[config.mk]
export PLATFORM = sky130hd
export DESIGN_NAME = mem_access_unit
export DESIGN_NICKNAME = d
export VERILOG_FILES = /design/src/rtl/mem_access_unit.sv
export SDC_FILE = /design/constraint.sdc
export NUM_CORES = 1
export LEC_CHECK = 0
export CAP_MARGIN = 30
export CORE_ASPECT_RATIO = 1.1
export CORE_MARGIN = 5
export CORE_UTILIZATION = 24
export CTS_CLUSTER_DIAMETER = 150
export DETAILED_ROUTE_END_ITERATION = 10
export GPL_ROUTABILITY_DRIVEN = 0
export HOLD_SLACK_MARGIN = 0.08
export SLEW_MARGIN = 40
export SYNTH_ARGS = -nofsm -noshare
export SYNTH_HDL_FRONTEND = slang
export SYNTH_SLANG_ARGS = --single-unit
export TNS_END_PERCENT = 50
[constraint.sdc]
create_clock -name clk -period 5.1 [get_ports clk]
set_input_delay 0.765 -clock clk [delete_from_list [all_inputs] [get_ports clk]]
set_output_delay 0.765 -clock clk [all_outputs]
set_load 0.02 [all_outputs]
[src/rtl/mem_access_unit.sv]
// mem_access_unit: sub-word load/store controller sitting in front of a
// word-only data memory. Loads and SW complete in the request cycle; SB/SH
// are performed as a read (stalling the pipeline) followed by a merged write.
module mem_access_unit (
    input  logic        clk,
    input  logic        reset,
    input  logic [3:0]  mem_op,
    input  logic [31:0] addr,
    input  logic [31:0] wdata,
    input  logic [31:0] pc,
    input  logic [31:0] dm_rdata,
    output logic        dm_read,
    output logic        dm_write,
    output logic [31:0] dm_addr,
    output logic [31:0] dm_wdata,
    output logic [31:0] dm_pc,
    output logic [31:0] load_data,
    output logic        stall,
    output logic        align_err
);

    localparam logic [3:0] OP_LW  = 4'd1;
    localparam logic [3:0] OP_LH  = 4'd2;
    localparam logic [3:0] OP_LHU = 4'd3;
    localparam logic [3:0] OP_LB  = 4'd4;
    localparam logic [3:0] OP_LBU = 4'd5;
    localparam logic [3:0] OP_SW  = 4'd6;
    localparam logic [3:0] OP_SH  = 4'd7;
    localparam logic [3:0] OP_SB  = 4'd8;

    typedef enum logic {
        IDLE,
        MERGE_WR
    } state_t;

    state_t      state;
    logic [31:0] merge_q;
    logic [31:0] addr_q;
    logic [31:0] pc_q;

    logic        need_word;
    logic        need_half;
    logic        misaligned;
    logic        in_merge;
    logic        start_merge;
    logic [4:0]  shamt;
    logic [31:0] word_addr;
    logic [31:0] shifted;
    logic [31:0] lane_mask;
    logic [31:0] lane_data;
    logic [31:0] merged;

    // Decode alignment requirements and build the lane-merged store word
    always_comb begin
        need_word   = (mem_op == OP_LW) || (mem_op == OP_SW);
        need_half   = (mem_op == OP_LH) || (mem_op == OP_LHU) || (mem_op == OP_SH);
        misaligned  = (need_word && (addr[1:0] != 2'b00)) || (need_half && addr[0]);
        in_merge    = (state == MERGE_WR) && !reset;
        start_merge = !in_merge && !misaligned && ((mem_op == OP_SH) || (mem_op == OP_SB));
        word_addr   = {addr[31:2], 2'b00};
        shamt       = {addr[1:0], 3'b000};
        shifted     = dm_rdata >> shamt;
        if (mem_op == OP_SH) begin
            lane_mask = 32'h0000_FFFF << shamt;
            lane_data = {16'h0000, wdata[15:0]} << shamt;
        end else begin
            lane_mask = 32'h0000_00FF << shamt;
            lane_data = {24'h000000, wdata[7:0]} << shamt;
        end
        merged = (dm_rdata & ~lane_mask) | lane_data;
    end

    // Drive memory commands, load result and stall from the current op and state
    always_comb begin
        dm_read   = 1'b0;
        dm_write  = 1'b0;
        dm_addr   = word_addr;
        dm_wdata  = wdata;
        dm_pc     = pc;
        load_data = 32'h0;
        stall     = 1'b0;
        align_err = 1'b0;
        if (in_merge) begin
            dm_write = 1'b1;
            dm_addr  = addr_q;
            dm_wdata = merge_q;
            dm_pc    = pc_q;
        end else if (misaligned) begin
            align_err = 1'b1;
        end else begin
            case (mem_op)
                OP_LW: begin
                    dm_read   = 1'b1;
                    load_data = dm_rdata;
                end
                OP_LH: begin
                    dm_read   = 1'b1;
                    load_data = {{16{shifted[15]}}, shifted[15:0]};
                end
                OP_LHU: begin
                    dm_read   = 1'b1;
                    load_data = {16'h0000, shifted[15:0]};
                end
                OP_LB: begin
                    dm_read   = 1'b1;
                    load_data = {{24{shifted[7]}}, shifted[7:0]};
                end
                OP_LBU: begin
                    dm_read   = 1'b1;
                    load_data = {24'h000000, shifted[7:0]};
                end
                OP_SW: begin
                    dm_write = 1'b1;
                end
                OP_SH, OP_SB: begin
                    dm_read = 1'b1;
                    stall   = 1'b1;
                end
                default: begin
                    dm_read = 1'b0;
                end
            endcase
        end
        if (reset) begin
            dm_write = 1'b0;
        end
    end

    // Read-modify-write sequencer: capture the merged word, then write it next cycle
    always_ff @(posedge clk) begin
        if (reset) begin
            state   <= IDLE;
            merge_q <= 32'h0;
            addr_q  <= 32'h0;
            pc_q    <= 32'h0;
        end else begin
            case (state)
                IDLE: begin
                    if (start_merge) begin
                        merge_q <= merged;
                        addr_q  <= word_addr;
                        pc_q    <= pc;
                        state   <= MERGE_WR;
                    end
                end
                MERGE_WR: begin
                    state <= IDLE;
                end
                default: begin
                    state <= IDLE;
                end
            endcase
        end
    end

endmodule

==> results of run 1 <==
## layout make-up
class | instances | share of cell area
clock buffer | 10 | 0.02585
clock inverter | 6 | 0.005277
inverter | 6 | 0.002436
multi-input combinational | 565 | 0.4152
sequential | 95 | 0.2057
tap | 315 | 0.04263
timing repair buffer | 281 | 0.3030
## state kept, by name, indices dropped and copies added, names as in the netlist
register,count
state,1
addr_q,30
merge_q,32
pc_q,32
## worst reg2reg max path, stage by stage (launching register included)
cell and delay (ns):
dfxtp_1 0.40, or2_2 0.36, buf_4 0.38, or4_1 0.62, o21ai_0 0.09
## per-layer routing
layer,vias to the layer above,GRT usage
li1,3186,-
met1,3088,0.2164
met2,241,0.2622
met3,30,0.03611
met4,0,0.06133
met5,-,0
## synthesized netlist by cell type (2+ instances only)
cell type / instances / share of area
nor2b_1: 2 / 0.0021
nand2b_1: 17 / 0.017
nor2_1: 21 / 0.013
buf_1: 4 / 0.0025
mux2_2: 101 / 0.19
a31oi_1: 2 / 0.0021
and2_1: 2 / 0.0021
buf_2: 14 / 0.012
o21ai_0: 78 / 0.064
buf_4: 2 / 0.0025
a22oi_1: 24 / 0.030
dfxtp_1: 95 / 0.31
inv_1: 6 / 0.0037
a22o_1: 8 / 0.012
o211ai_1: 2 / 0.0025
a21oi_1: 105 / 0.086
nand2_1: 37 / 0.023
mux2i_1: 23 / 0.038
clkbuf_1: 57 / 0.035
a311oi_1: 16 / 0.023
a21o_1: 2 / 0.0025
o21ai_1: 19 / 0.016
or4_1: 14 / 0.017
nor3_1: 3 / 0.0025
buf_6: 5 / 0.0092
nand3_1: 74 / 0.061
## where the power goes
| part | internal (mW) | total [mW] | switching [mW] |
|---|---|---|---|
| combinational | 0.289 | 0.599 | 0.309 |
| sequential | 0.770 | 0.785 | 0.0147 |
| clock | 0.353 | 0.678 | 0.325 |
| total | 1.41 | 2.06 | 0.649 |
## kinds of logic after synthesis
logic type	after synthesis	share of synthesized area
DFF	95	0.3124
muxes	124	0.2246
AOI/OAI and AO/OA	263	0.2509
buffers and inverters	89	0.06535
other	1	0.0006159
xor gates and xnor gates	1	0.001439
and+or+nand+nor	175	0.1447
## final timing paths
path | start | end | slack [ns] | depth (start not counted)
setup / recovery | addr[0] | load_data[29] | 0.76 | 7
hold / removal | merge_q[13] | merge_q[13] | 0.47 | 2
setup reg to reg | state | merge_q[29] | 3.20 | 4
hold reg to reg | merge_q[13] | merge_q[13] | 0.47 | 2
## metrics by stage
| stage | hold WS, ns | util | std cells |
|---|---|---|---|
| after floorplan | 0.4397 | - | 749 |
| after global placement | 0.4551 | 0.3537 | 1260 |
| after detailed placement | 0.4563 | 0.3555 | 1262 |
| after CTS | 0.4692 | 0.3670 | 1278 |
| after global routing | 0.4884 | 0.3671 | 1278 |
| final | 0.4662 | 0.3671 | 1278 |
==> results_dict.tcl, run 1 <==
set metrics [dict create \
    cts_resized 0 \
    cp_num_buf_inv 2 \
    yosysSeqAreaShare 0.3124 \
    max-cap-violations 0 \
    seq_area_um2 1902 \
    finalCriticalPeriod_ns 4.344 \
    ir_drop_mv 0.1165 \
    port-buffer-count 263 \
    postSynth.asyncResetShare 0 \
    first_iter_violations 496 \
    dpl.hpwl_um 17610 \
    grt_usage 0.1638 \
    avgSynthCellArea_um2 8.139 \
    die_x_um 161.9 \
    wl_um 24660 \
    final_area_um2 9246 \
    wl_met3_um 1535 \
    path_class "input port to output pin" \
    rsz0062_at_grt "false" \
    topRoutingLayerUsed "met4" \
    dr.pass1.iters 4 \
    period_share 0.8518 \
    grt_pass1_wl_um 37800 \
    drive_gt1_frac 0.1558 \
    grt_pass1_vias 6508 \
    synth-main-ff-cell "dfxtp_1" \
    cts_max_level 3 \
    tightest_slew_ns 0.8175 \
    finClkSkew_ns 0.009337 \
    cts_tree "yes" \
    yosysWarnings 0 \
    synth_area_um2 6088 \
    diodes 0 \
    vias_per_cell 5.121 \
    core_um2 25190 \
    status "complete, no violations" \
    finalHoldViolCount 0 \
    path_max_fanout 16 \
    die_h_um 177.0 \
    n_fill_cell 2568 \
    power_density_nw_per_um2 222.9 \
    wl_met1_um 10840 \
    cts-root-buf "clkbuf_16" \
    antenna_found_initial 0 \
    synthDistinctLibCells 41 \
    cpMostUsedCell "clkdlybuf4s50_1" \
    die_area_um2 28660 \
    postCtsHoldBufs 0 \
    p_total_mw 2.061 \
    drc 0 \
    area_growth_pct 51.87 \
    rows 61 \
    preCtsSetupSlack_ns 0.7406 \
    leakagePower_nw 3.194 \
    numCtsBuffers 9 \
    hold_path.class "register to register" \
    final_cell_mix "clkdlybuf4s50_1, a21oi_1, mux2_2" \
    crit_path_max_incr_delay_ns 0.70 \
    slew_headroom 0.4550 \
    worstPathRequired_ns 4.34 \
    num_io_pins 266 \
    dr_wl_met2_um 11550 \
    end_kind "output pin" \
    start_util 0.2417 \
    slew_violations 0 \
    synth-seq-cells 95 \
    final_common_cell "clkdlybuf4s50_1" \
    cts_max_path_buffers 2 \
    setup_viol 0 \
    cts_setup_buffers 0 \
    cts_sinks 95 \
    arrival_ns 3.58 \
    clkTransAtPathRegs_ns 0.08 \
    max_freq_ghz 0.2302 \
    ant_nets 0 \
    cp_cell_sequence "clkdlybuf4s50_1 > mux2i_1 > nor3_1 > o21ai_1 > o21a_1 > a21oi_1 > clkdlybuf4s50_1" \
    cpMaxStageDelayCell "clkdlybuf4s50_1" \
    fin_nets 1092 \
    fin_tns_setup_ns 0 \
    clk_latency_ns 0.35 \
    placedInstanceArea_um2 8955 \
    num_vias 6545 \
    setup_ws_ns 0.7556 \
    wl_per_cell_um 19.29 \
    overflow 0 \
    netlist_instances 748 \
    synth_edf_count 0 \
    critPathTopFamily "buffers and inverters" \
    crit_path_start_kind "input port" \
    grt_start_max_net_pins 81 \
    multi_input_area_um2 3839 \
]
No activity file was read; power rests on OpenSTA's default activity.
==> run 2: changes to the inputs <==
--- a/config.mk
+++ b/config.mk
@@ -12,7 +12,7 @@
 export CTS_CLUSTER_DIAMETER = 150
 export DETAILED_ROUTE_END_ITERATION = 10
 export GPL_ROUTABILITY_DRIVEN = 0
-export HOLD_SLACK_MARGIN = 0.08
+export HOLD_SLACK_MARGIN = 0.1
 export SLEW_MARGIN = 40
 export SYNTH_ARGS = -nofsm -noshare
 export SYNTH_HDL_FRONTEND = slang
==> results of run 2 <==
The final DEF is identical to that of run 1; final timing and power are the same.
